### config.mk
export PLATFORM = sky130hd
export DESIGN_NAME = mem_access_unit
export DESIGN_NICKNAME = d
export VERILOG_FILES = /design/src/rtl/cpu_pkg.sv /design/src/rtl/wait_timer.sv /design/src/rtl/mem_access_unit.sv
export SDC_FILE = /design/constraint.sdc
export NUM_CORES = 1
export LEC_CHECK = 0
export CAP_MARGIN = 25
export CORE_MARGIN = 5
export CORE_UTILIZATION = 40
export DETAILED_ROUTE_END_ITERATION = 10
export MAX_ROUTING_LAYER = met4
export PLACE_DENSITY = 0.88
export SYNTH_ARGS = -nofsm -noshare
export SYNTH_HDL_FRONTEND = slang
export SYNTH_SLANG_ARGS = --single-unit
export TNS_END_PERCENT = 100
### constraint.sdc
create_clock -name clk -period 1.6 [get_ports clk]
set_input_delay 0.32 -clock clk [delete_from_list [all_inputs] [get_ports clk]]
set_output_delay 0.32 -clock clk [all_outputs]
set_load 0.01 [all_outputs]
### src/rtl/cpu_pkg.sv
// Shared definitions for the multi-cycle CPU: memory-stage FSM states,
// instruction field positions and the default memory timeout.
package cpu_pkg;

    typedef enum logic [1:0] {
        ST_IDLE = 2'd0,
        ST_BUSY = 2'd1,
        ST_DONE = 2'd2
    } mau_state_t;

    localparam int unsigned OPCODE_MSB      = 31;
    localparam int unsigned OPCODE_LSB      = 26;
    localparam int unsigned FUNCT_MSB       = 5;
    localparam int unsigned FUNCT_LSB       = 0;
    localparam int unsigned TIMER_W         = 8;
    localparam int unsigned DEFAULT_TIMEOUT = 255;

endpackage

### src/rtl/wait_timer.sv
// Counts cycles while enabled.
// The expire output flags the last allowed cycle of a wait.
module wait_timer
    import cpu_pkg::*;
#(
    parameter int unsigned LIMIT = DEFAULT_TIMEOUT
) (
    input  logic clk,
    input  logic reset,
    input  logic i_clr,
    input  logic i_en,
    output logic o_expire_c
);

    logic [TIMER_W-1:0] r_cnt;

    always_ff @(posedge clk) begin
        if (reset || i_clr) begin
            r_cnt <= '0;
        end else if (i_en) begin
            r_cnt <= r_cnt + TIMER_W'(1);
        end
    end

    // High during the LIMIT-th enabled cycle since the last clear.
    assign o_expire_c = (r_cnt == TIMER_W'(LIMIT - 1));

endmodule

### src/rtl/mem_access_unit.sv
// Memory-access stage: selects PC/ALUOut, handshakes with a variable-latency
// memory, holds IR/MDR and stalls the Controller while an access is pending.
module mem_access_unit
    import cpu_pkg::*;
#(
    parameter int unsigned ADDR_W  = 32,
    parameter int unsigned DATA_W  = 32,
    parameter int unsigned TIMEOUT = DEFAULT_TIMEOUT
) (
    input  logic              clk,
    input  logic              reset,
    input  logic              MemRead,
    input  logic              MemWrite,
    input  logic              IorD,
    input  logic              IRWrite,
    input  logic [ADDR_W-1:0] pc,
    input  logic [ADDR_W-1:0] alu_out,
    input  logic [DATA_W-1:0] write_data,
    output logic [DATA_W-1:0] instruction,
    output logic [5:0]        OpCode,
    output logic [5:0]        Funct,
    output logic [DATA_W-1:0] mem_data,
    output logic              stall,
    output logic              mem_req,
    output logic              mem_we,
    output logic [ADDR_W-1:0] mem_addr,
    output logic [DATA_W-1:0] mem_wdata,
    input  logic [DATA_W-1:0] mem_rdata,
    input  logic              mem_ready,
    output logic              align_err,
    output logic              timeout_err
);

    mau_state_t        r_state;
    mau_state_t        w_next_state;
    logic [ADDR_W-1:0] r_addr;
    logic [DATA_W-1:0] r_wdata;
    logic [DATA_W-1:0] r_ir;
    logic [DATA_W-1:0] r_mdr;
    logic              r_we;
    logic              r_irwrite;
    logic              r_req;
    logic              r_align_err;
    logic              r_timeout_err;

    logic [ADDR_W-1:0] w_addr;
    logic              w_misaligned;
    logic              w_accept;
    logic              w_complete;
    logic              w_abort;
    logic              w_tmr_en;
    logic              w_expire;

    assign w_addr       = IorD ? alu_out : pc;
    assign w_misaligned = (w_addr[1:0] != 2'b00);

    wait_timer #(
        .LIMIT(TIMEOUT)
    ) u_wait_timer (
        .clk       (clk),
        .reset     (reset),
        .i_clr     (~w_tmr_en),
        .i_en      (w_tmr_en),
        .o_expire_c(w_expire)
    );

    always_ff @(posedge clk) begin
        if (reset) begin
            r_state <= ST_IDLE;
        end else begin
            r_state <= w_next_state;
        end
    end

    // Next state, stall and datapath strobes.
    always_comb begin
        w_next_state = r_state;
        stall        = 1'b0;
        w_accept     = 1'b0;
        w_complete   = 1'b0;
        w_abort      = 1'b0;
        w_tmr_en     = 1'b0;
        case (r_state)
            ST_IDLE: begin
                if (MemRead || MemWrite) begin
                    w_accept     = 1'b1;
                    stall        = 1'b1;
                    w_next_state = w_misaligned ? ST_DONE : ST_BUSY;
                end
            end
            ST_BUSY: begin
                stall    = 1'b1;
                w_tmr_en = 1'b1;
                if (mem_ready) begin
                    w_complete   = 1'b1;
                    w_next_state = ST_DONE;
                end else if (w_expire) begin
                    w_abort      = 1'b1;
                    w_next_state = ST_DONE;
                end
            end
            // Controller still drives the served step's signals here.
            ST_DONE: w_next_state = ST_IDLE;
            default: w_next_state = ST_IDLE;
        endcase
    end

    always_ff @(posedge clk) begin
        if (reset) begin
            r_addr        <= '0;
            r_wdata       <= '0;
            r_we          <= 1'b0;
            r_irwrite     <= 1'b0;
            r_req         <= 1'b0;
            r_ir          <= '0;
            r_mdr         <= '0;
            r_align_err   <= 1'b0;
            r_timeout_err <= 1'b0;
        end else begin
            if (w_accept) begin
                r_addr    <= w_addr;
                r_wdata   <= write_data;
                r_we      <= MemWrite;
                r_irwrite <= IRWrite;
                if (w_misaligned) begin
                    r_align_err <= 1'b1;
                end else begin
                    r_req <= 1'b1;
                end
            end
            if (w_complete) begin
                r_req <= 1'b0;
                if (!r_we) begin
                    r_mdr <= mem_rdata;
                    if (r_irwrite) begin
                        r_ir <= mem_rdata;
                    end
                end
            end
            if (w_abort) begin
                r_req         <= 1'b0;
                r_timeout_err <= 1'b1;
            end
        end
    end

    assign instruction = r_ir;
    assign OpCode      = r_ir[OPCODE_MSB:OPCODE_LSB];
    assign Funct       = r_ir[FUNCT_MSB:FUNCT_LSB];
    assign mem_data    = r_mdr;
    assign mem_req     = r_req;
    assign mem_we      = r_we;
    assign mem_addr    = r_addr;
    assign mem_wdata   = r_wdata;
    assign align_err   = r_align_err;
    assign timeout_err = r_timeout_err;

endmodule

==> metrics.md <==
| Metric | Value |
|---|---|
| Status | finished clean |
| Worst hold-check path type | primary input to register |
| Residual DRC | 0 |
| Antenna violations before repair | 0 |
| Row Count | 42 |
| Clk_lat worst skew | 410 ps |
| Placed cell count | 1065 |
| Max-slew violations | 0 |
| Setup TNS | 0 ps |
| Global-route wire length before repair | 26100 µm |
| Synth Warn # | 0 |
| Vias in the first global route | 5202 |
| Commonest non-fill, non-tap cells in the layout | nand2_1 (197), dlygate4sd2_1 (143), dfxtp_1 (141), clkdlybuf4s50_1 (131), a21oi_1 (100) |
| Max Fclk | 0.682 GHz |
| Synth Area in XOR/XNOR | 0.956% |
| Port Buffer Count | 279 |
| Total Routing Usage GR | 20.8% |
| Proportion of layout cells with a drive suffix above 1 | 8.25% |
| Sequential element share of the synthesized area | 52.1% |
| Clock sink total | 143 |
| Synthesized flop and latch total | 143 |
| Largest family of logic cells by synthesized area | simple AND/OR/NAND/NOR gates |
| Crit path kind | register to output port |
| Clock buffer depth | 2 |
| Hold Vio Cnt, Final | 0 |
| Fin crit share | 91.6% |
| Final ANT Viol Nets | 0 |
| CTS Buf Count | 17 |
| Mux cell area share after synthesis | 5.83% |
| Static leakage | 4.01 nW |
| Num ports | 280 |
| Tightest Pin Transition | 350 ps |
| VDD IR max | 0.000714 V |
| Die H | 127 µm |
| Reg2Reg Depth | 5 |
| CP max stage delay | 350 ps |
| Remaining Overflow, GRT | 0 |
| Slowest CP cell | dfxtp_2 |
| Synth Cell Area | 5500 µm² |
| CP delay by family, top | flip-flops |
| Worst Path Max Fanout | 6 |
| CTS Hold Bufs | 0 |
| Rel. slew slack | 76.6% |
| Most common library cell in the layout ignoring fill and taps | nand2_1 |
| RSZ-0062 raised after global routing | false |
| Total chip power | 9.31 mW |
| Chip Width | 127 µm |
| Setup bufs post-CTS | 0 |
| Core area | 13300 µm² |
| Clock Pin Slew Worst Setup and Hold Paths | 60 ps |
| Detailed Routing Iterations Pass 1 | 4 |
| Root Driver | clkbuf_16 |
| Non-Filler Instances | 1097 |
| Initial drt markers | 266 |
| Die ar. | 16200 µm² |
| Startpoint types | register |
| Initial Utilization | 41.2% |
| CP Capture Type | output port |
| CP Data Arrival Time | 1150 ps |
| Largest net degree at the start of global routing | 68 |
| Post-synthesis compound-gate area fraction | 15.4% |
| Critical path buffer and inverter count | 1 |
| Syn_nets | 782 |
| Worst Skew | 5.65 ps |
| Antenna cell count | 0 |
| Finish-stage setup viols | 0 |
| Avg Cell Area, Syn | 8.52 µm² |
| Post-synthesis simple-gate area fraction | 18.9% |
| PwrDens | 1040 nW/µm² |
| DR vias/cell | 4.87 |
| Post-Syn Instances | 645 |
| Routed len/inst | 15.5 µm |
| Adder-cell area share of the yosys netlist | 0.455% |
| Final nets | 1045 |
| CTS H-tree lvls | 4 |
| Max Cap Violations | 0 |
| CTS tree | done |
| Critical path depth | 3 |
| Hold depth | 2 |
| Final wirelength | 17000 µm |
| Tmin final | 1470 ps |
| Netlist cell types | 36 |
| Worst-path cell chain | nor3_2 -> nor2_1 -> clkbuf_2 |
| Vias post-DR | 5338 |
| Filler instances | 1184 |
| Layout area overhead | 62.6% |
| CP Data Required Time | 1280 ps |
| Gpl congestion | 0.851 |
| Placed wire-length estimate | 12800 µm |
final timing paths:
path | startpoint | end | slack, ps
max | r_state[0] | stall | 130
min | reset | mem_we | 310
max reg2reg | r_state[1] | mem_addr[12] | 180
min reg2reg | mem_wdata[29] | mem_wdata[29] | 450
layer usage:
| layer | part of all wire [%] | track usage (%) |
|---|---|---|
| met1 | 39 | 23.2 |
| met2 | 51 | 36.2 |
| met3 | 8.2 | 5.93 |
| met4 | 1.4 | 6.44 |
| met5 | 0 | - |
cells in the mapped netlist, drive strengths merged:
cell type	number	share of area, %
nand3b	1	0.14
dfxtp	143	52
o21bai	1	0.14
o32ai	1	0.16
ha	2	0.46
o21ai	2	0.25
nor4	1	0.11
nand3	3	0.27
inv	1	0.068
xnor2	1	0.16
or2b	1	0.14
a211oi	32	5.3
mux2i	32	5.8
a21oi	100	9.1
buf	36	4.6
nand2	197	13
and4bb	1	0.23
xor2	5	0.80
nor2	48	3.3
o32a	1	0.18
and4	2	0.32
nor3	2	0.18
and3	1	0.11
nor2b	1	0.11
nand2b	1	0.11
and3b	1	0.16
a22oi	1	0.14
nand4	1	0.11
clkbuf	24	1.6
o21a	1	0.14
and2	1	0.16
cell families (layout without fill, tap and decap cells):
| logic type | Yosys count | after routing |
|---|---|---|
| XOR/XNOR | 6 | 6 |
| buffers and inverters | 61 | 337 |
| AND/OR/NAND/NOR | 262 | 262 |
| multiplexers | 32 | 32 |
| adder cells (fa/ha/maj) | 2 | 2 |
| AO/OA/AOI/OAI | 139 | 139 |
| flip-flops | 143 | 143 |
timing repair:
item | in CTS | in global routing
endpoints found under the setup margin | 144 | 2
pin swaps | 0 | 1
gates resized for setup | 147 | 4
power by group:
| group | internal, mW | total (mW) | leakage (nW) | switching [mW] |
|---|---|---|---|---|
| logic | 0.745 | 1.41 | 2.54 | 0.662 |
| clock network | 2.61 | 4.04 | 0.302 | 1.43 |
| registers | 3.76 | 3.85 | 1.17 | 0.0949 |
worst reg2reg max path: stages, from the launching register on:
cell,delay [ps]
dfxtp_1,380
nor2_2,240
o21a_4,260
buf_4,200
nor2_1,50
a211oi_1,210
registers in the layout, summed over array words and instances, names as in the netlist:
name                count
mem_wdata              32
instruction            32
align_err               1
mem_req                 1
r_irwrite               1
mem_we                  1
mem_addr               32
r_state                 2
mem_data               32
timeout_err             1
u_wait_timer.r_cnt      8
area by class of cell:
cell class                 count  area (µm²)  area share, %
inverter                       1        3.75         0.0420
clock buffer                  22         484           5.42
clock inverter                10         134           1.50
timing repair buffer         304        2930           32.8
sequential                   143        2870           32.1
multi-input combinational    441        2300           25.7
tap                          176         220           2.46
through the flow:
step | worst slack, ps | instance area (µm²) | hold WS (ps) | util (%)
floorplan | 256 | 5500 | 450 | -
global placement | -267 | 8490 | 440 | 63.6
detailed placement | -295 | 8490 | 446 | 63.6
CTS | -61.5 | 8930 | 283 | 66.9
global route | 70.1 | 8940 | 294 | 66.9
finish | 135 | 8940 | 306 | 66.9
(Power assumes the default switching activity.)
